### src/rtl/uart_echo_bridge.sv
// Bridge from the UART rx FIFO read port to the tx FIFO write port: plain echo,
// uppercase echo or line-buffered loopback, with a tx word counter and overflow flag.
module uart_echo_bridge #(
  parameter int unsigned DATA_BITS = 8,
  parameter int unsigned BUF_DEPTH = 16,
  parameter logic [7:0]  TERM      = 8'h0D,
  parameter int unsigned CNT_BITS  = 16
) (
  input  logic                 clk,
  input  logic                 reset_n,
  input  logic [DATA_BITS-1:0] r_data,
  input  logic                 rx_empty,
  input  logic                 tx_full,
  input  logic [1:0]           mode,
  output logic [DATA_BITS-1:0] w_data,
  output logic                 rd,
  output logic                 wr,
  output logic                 busy,
  output logic [CNT_BITS-1:0]  tx_count,
  output logic                 ovf
);

  localparam int unsigned PTR_BITS = $clog2(BUF_DEPTH);
  localparam int unsigned LEN_BITS = PTR_BITS + 1;

  localparam logic [LEN_BITS-1:0]  LINE_FULL = LEN_BITS'(BUF_DEPTH);
  localparam logic [DATA_BITS-1:0] TERM_W    = DATA_BITS'(TERM);
  localparam logic [DATA_BITS-1:0] LOWER_A   = DATA_BITS'(8'h61);
  localparam logic [DATA_BITS-1:0] LOWER_Z   = DATA_BITS'(8'h7A);
  localparam logic [DATA_BITS-1:0] CASE_OFF  = DATA_BITS'(8'h20);

  localparam logic [1:0] MODE_UPPER = 2'b01;
  localparam logic [1:0] MODE_LINE  = 2'b10;
  localparam logic [1:0] MODE_OFF   = 2'b11;

  typedef enum logic [1:0] {IDLE, SEND, STORE, FLUSH} state_e;

  state_e                 state_q,    state_d;
  logic [DATA_BITS-1:0]   hold_q,     hold_d;
  logic                   upper_q,    upper_d;
  logic                   rd_q,       rd_d;
  logic                   wr_q,       wr_d;
  logic [DATA_BITS-1:0]   w_data_q,   w_data_d;
  logic                   busy_q,     busy_d;
  logic [CNT_BITS-1:0]    tx_count_q, tx_count_d;
  logic                   ovf_q,      ovf_d;
  logic [LEN_BITS-1:0]    count_q,    count_d;
  logic [PTR_BITS-1:0]    rptr_q,     rptr_d;
  logic                   buf_we;

  logic [DATA_BITS-1:0]   line_buf_q [BUF_DEPTH];

  function automatic logic [DATA_BITS-1:0] to_upper(input logic [DATA_BITS-1:0] c);
    return (c >= LOWER_A && c <= LOWER_Z) ? c - CASE_OFF : c;
  endfunction

  always_comb begin
    // NOTE: every signal gets a default before the case so no path leaves one unassigned (no latches).
    state_d    = state_q;
    hold_d     = hold_q;
    upper_d    = upper_q;
    rd_d       = 1'b0;
    wr_d       = 1'b0;
    w_data_d   = w_data_q;
    tx_count_d = tx_count_q;
    ovf_d      = ovf_q;
    count_d    = count_q;
    rptr_d     = rptr_q;
    buf_we     = 1'b0;

    unique case (state_q)
      IDLE: begin
        // A partial line always drains before echoing resumes in another mode.
        if (mode != MODE_OFF) begin
          if (count_q != '0 && mode != MODE_LINE) begin
            state_d = FLUSH;
          end else if (!rx_empty) begin
            hold_d  = r_data;
            rd_d    = 1'b1;
            upper_d = (mode == MODE_UPPER);
            state_d = (mode == MODE_LINE) ? STORE : SEND;
          end
        end
      end

      SEND: begin
        if (!tx_full) begin
          w_data_d   = upper_q ? to_upper(hold_q) : hold_q;
          wr_d       = 1'b1;
          tx_count_d = tx_count_q + CNT_BITS'(1);
          state_d    = IDLE;
        end
      end

      STORE: begin
        buf_we  = 1'b1;
        count_d = count_q + LEN_BITS'(1);
        if (hold_q == TERM_W) begin
          state_d = FLUSH;
        end else if (count_q + LEN_BITS'(1) == LINE_FULL) begin
          ovf_d   = 1'b1;
          state_d = FLUSH;
        end else begin
          state_d = IDLE;
        end
      end

      FLUSH: begin
        if (!tx_full) begin
          w_data_d   = line_buf_q[rptr_q];
          wr_d       = 1'b1;
          tx_count_d = tx_count_q + CNT_BITS'(1);
          if ({1'b0, rptr_q} == count_q - LEN_BITS'(1)) begin
            count_d = '0;
            rptr_d  = '0;
            state_d = IDLE;
          end else begin
            rptr_d  = rptr_q + PTR_BITS'(1);
          end
        end
      end
    endcase

    busy_d = (state_d != IDLE);
  end

  // NOTE: state uses non-blocking assignments so every flop samples the pre-edge values.
  always_ff @(posedge clk or negedge reset_n) begin
    if (!reset_n) begin
      state_q    <= IDLE;
      hold_q     <= '0;
      upper_q    <= 1'b0;
      rd_q       <= 1'b0;
      wr_q       <= 1'b0;
      w_data_q   <= '0;
      busy_q     <= 1'b0;
      tx_count_q <= '0;
      ovf_q      <= 1'b0;
      count_q    <= '0;
      rptr_q     <= '0;
    end else begin
      state_q    <= state_d;
      hold_q     <= hold_d;
      upper_q    <= upper_d;
      rd_q       <= rd_d;
      wr_q       <= wr_d;
      w_data_q   <= w_data_d;
      busy_q     <= busy_d;
      tx_count_q <= tx_count_d;
      ovf_q      <= ovf_d;
      count_q    <= count_d;
      rptr_q     <= rptr_d;
    end
  end

  // NOTE: the line buffer has no reset; count_q/rptr_q guard every read, so stale words are never sent.
  always_ff @(posedge clk) begin
    if (buf_we) begin
      line_buf_q[count_q[PTR_BITS-1:0]] <= hold_q;
    end
  end

  assign w_data   = w_data_q;
  assign rd       = rd_q;
  assign wr       = wr_q;
  assign busy     = busy_q;
  assign tx_count = tx_count_q;
  assign ovf      = ovf_q;

endmodule
### config.mk
export PLATFORM = sky130hd
export DESIGN_NAME = uart_echo_bridge
export DESIGN_NICKNAME = d
export VERILOG_FILES = /design/src/rtl/uart_echo_bridge.sv
export SDC_FILE = /design/constraint.sdc
export NUM_CORES = 1
export LEC_CHECK = 0
export CAP_MARGIN = 20
export CORE_UTILIZATION = 45
export CTS_BUF_LIST = sky130_fd_sc_hd__clkbuf_4 sky130_fd_sc_hd__clkbuf_8
export DETAILED_ROUTE_END_ITERATION = 16
export PLACE_DENSITY = 0.68
export SYNTH_ARGS = -nofsm -noshare
export SYNTH_HDL_FRONTEND = slang
export SYNTH_SLANG_ARGS = --single-unit
### constraint.sdc
create_clock -name clk -period 2.85 [get_ports clk]
set_clock_uncertainty 0.15 [all_clocks]
set_input_delay 0.855 -clock clk [delete_from_list [all_inputs] [get_ports clk]]
set_output_delay 0.855 -clock clk [all_outputs]
set_load 0.05 [all_outputs]
==> out/qor.csv <==
metric,value,unit
share of cells above drive strength 1,19.59,%
CP max stage cell,clkdlybuf4s50_1,
Die Wd,129.6,µm
GPL Wtd Cong,0.8197,
status,finished clean,
Sequential Power Share,49.9,%
synth warn,0,
max-slew violation count,0,
final hold violations,0,
"Clk Latency, worst-skew pair",460,ps
wire per inst,20.17,µm
most instantiated cells after synthesis,"edfxtp_1, dfrtp_1, nor2_1",
fin util,53.65,%
power consumption,5.989,mW
endpoints failing setup,0,
Total Wirelength,15.07,mm
Fillers,1297,
Crit path buffers/inverters,1,
post-synthesis sequential area ratio,68.90,%
final instance area,0.008522,mm²
Clock Tree Buf Depth,2,
Sink Count,176,
global-route wire length before repair,23.43,mm
antenna fix cells,0,
cell taking the most area after synthesis,edfxtp_1,
post-synthesis async set-or-reset flop share,27.27,%
post-placement cell count,714,
met3 WL,816,µm
Adder-Cell Fraction of Synth Area,1.196,%
Leakage,2.673,nW
CP max FO,5,
Area Growth Syn to Fin,16.39,%
Clock power frac,29.3,%
Internal,4.127,mW
predominant post-synthesis flop cell,edfxtp_1,
CTS root buffer,clkbuf_8,
Synth Area in Compound Gates,5.588,%
Rel. slew slack,47.82,%
CTS tree,done,
number of nets in the layout,539,
Crit Path Category,flop to output pin,
"count leader, synth",edfxtp_1,
DR iter-0 viols,411,
Peak VDD IR,0.0004979,V
max_cap viols,0,
Fin Setup TNS,0,ps
Worst EP required,1850,ps
vias per cell,5.569,
Non-Filler Instances,747,
combinational family with the most area after synthesis,multiplexers,
Setup crit start kind,flop,
Placement Rows,46,
Net Sw Frac,31.09,%
detailed-route DRC error count,0,
Antenna Nets Post-Route,0,
"FF+latch count, synth",176,
GRT Util Overall,19.50,%
synth unique cells,53,
Max stage delay on crit path,840,ps
Post-synth EDFFs,128,
HP Class,input pin to async pin,
mean area per synthesized cell,16.27,µm²
largest net degree at the start of global routing,41,
total number of vias,4160,
Initial Utilization,46.09,%
Worst EP arrival,1750,ps
syn_nets,471,
P per Cell Area,702.7,mW/mm²
share of the synthesized area in the top cell type,52.49,%
Setup crit end kind,output pin,
Synth Area in Simple Gates,7.382,%
Period minus WS final,2754,ps
cts-stage hold buffer count,0,
CTS HTree Levels,4,
RSZ-0062 raised after global routing,false,
max layer used,met4,
cells along the critical path,clkdlybuf4s50_1,
die height,129.6,µm
period utilisation layout,96.62,%
fmax,0.3632,GHz
router iterations before antenna repair,4,
IO buf count,41,
Worst-Margin Slew,782.7,ps
Multi-input gate area,0.002117,mm²
FF+latch area,0.005046,mm²
"top cells by area, synth","edfxtp_1, dfrtp_1, mux4_2",
Area after DPL,0.008113,mm²
met2 WL post-DR,7.242,mm
Core Region,0.01589,mm²
M1 WL,6.839,mm
Crit path max-delay family,buffers and inverters,
Synth Instances,450,
"Clk pin slew, worst setup/hold paths",90,ps
Post-Synth XOR/XNOR Area,2.871,%
switching power,1.862,mW
flop-to-flop setup slack,400,ps
grt total ovfl,0,
io pins,42,
TritonCTS Buffers,17,
combinational power share,20.8,%
vias in the first global route,4119,
multiplexer share of the synthesized area,11.84,%
die area,0.01679,mm²
synthesized area,0.007322,mm²
HPWL Detailed,9.805,mm
initial antenna violation count,0,
[cell usage in the layout, fill, tap and decap left out, drive strengths merged, types with 7 or more instances in the layout]
cell | Yosys | final
nand3 | 10 | 10
xnor2 | 13 | 13
ha | 7 | 7
edfxtp | 128 | 128
inv | 7 | 13
mux2 | 10 | 10
a21oi | 23 | 23
nor2b | 8 | 8
o21ai | 7 | 7
buf | 19 | 30
dfrtp | 48 | 48
mux4 | 32 | 32
nand4 | 9 | 9
xor2 | 11 | 11
a22oi | 13 | 13
nor2 | 38 | 38
nand2 | 22 | 22
clkbuf | 2 | 19
clkdlybuf4s50 | 0 | 40
[cell type report]
class	instances	area share (%)
flip-flops and latches	176	59.21
multi-input cells	246	24.84
repair buffers	70	7.752
well taps	216	3.171
clock buffers	19	2.922
clock inverters	13	1.791
inverters	7	0.3083
[worst paths after layout]
check / startpoint / end / cells past startpoint
min in group clk: tx_count[4]$_DFFE_PN0P_ / tx_count[4]$_DFFE_PN0P_ / 1
setup / recovery: tx_count[8]$_DFFE_PN0P_ / tx_count[8] / 1
hold / removal: reset_n / tx_count[9]$_DFFE_PN0P_ / 1
hold reg to reg: tx_count[4]$_DFFE_PN0P_ / tx_count[4]$_DFFE_PN0P_ / 1
setup reg to reg: count_q[0]$_DFFE_PN0P_ / rptr_q[3]$_DFFE_PN0P_ / 7
max in group asynchronous: reset_n / rptr_q[0]$_DFFE_PN0P_ / 2
[routing by layer]
layer / track usage [%] / vias up
met5: 0 / -
met4: 5.677 / 0
met3: 4.459 / 15
met2: 30.23 / 128
met1: 27.74 / 2140
li1: - / 1877
[flip-flops by register name, indices dropped and copies added, names as in the netlist]
register / flops
rptr_q: 4
state_q: 2
upper_q: 1
busy: 1
rd: 1
ovf: 1
count_q: 5
wr: 1
hold_q: 8
tx_count: 16
w_data: 8
line_buf_q: 128
[per-stage QoR]
stage,setup slack (ps),hold WS (ps)
finish,96.47,83.02
floorplan,747.3,306.2
detailed placement,128.2,327.4
CTS,65.23,59.75
global placement,189.6,313.6
global route,14.03,64.13
[cell families (layout without fill, tap and decap cells)]
group	Yosys count	after routing
flip-flops	176	176
AND/OR/NAND/NOR	110	110
AO/OA/AOI/OAI	60	60
multiplexers	45	45
buffers and inverters	28	109
XOR/XNOR	24	24
adder cells (fa/ha/maj)	7	7
[what timing repair did]
action / 4_1_cts / 5_1_grt
setup endpoints to repair: 0 / 7
buffers inserted: 0 / 1
resized for setup: 0 / 0
hold endpoints to repair: 0 / 0
[power by group through the flow]
| stage | logic [mW] | registers [mW] | clock network, mW |
|---|---|---|---|
| final | 1.25 | 2.99 | 1.75 |
| after detailed placement | 1.25 | 3.05 | 0 |
| after global routing | 1.34 | 3.01 | 1.87 |
| after floorplan | 0.577 | 3.28 | 0 |
| after global placement | 1.22 | 3.04 | 0 |
| after CTS | 1.25 | 2.99 | 1.79 |
Power figures use the tool's default switching activity.
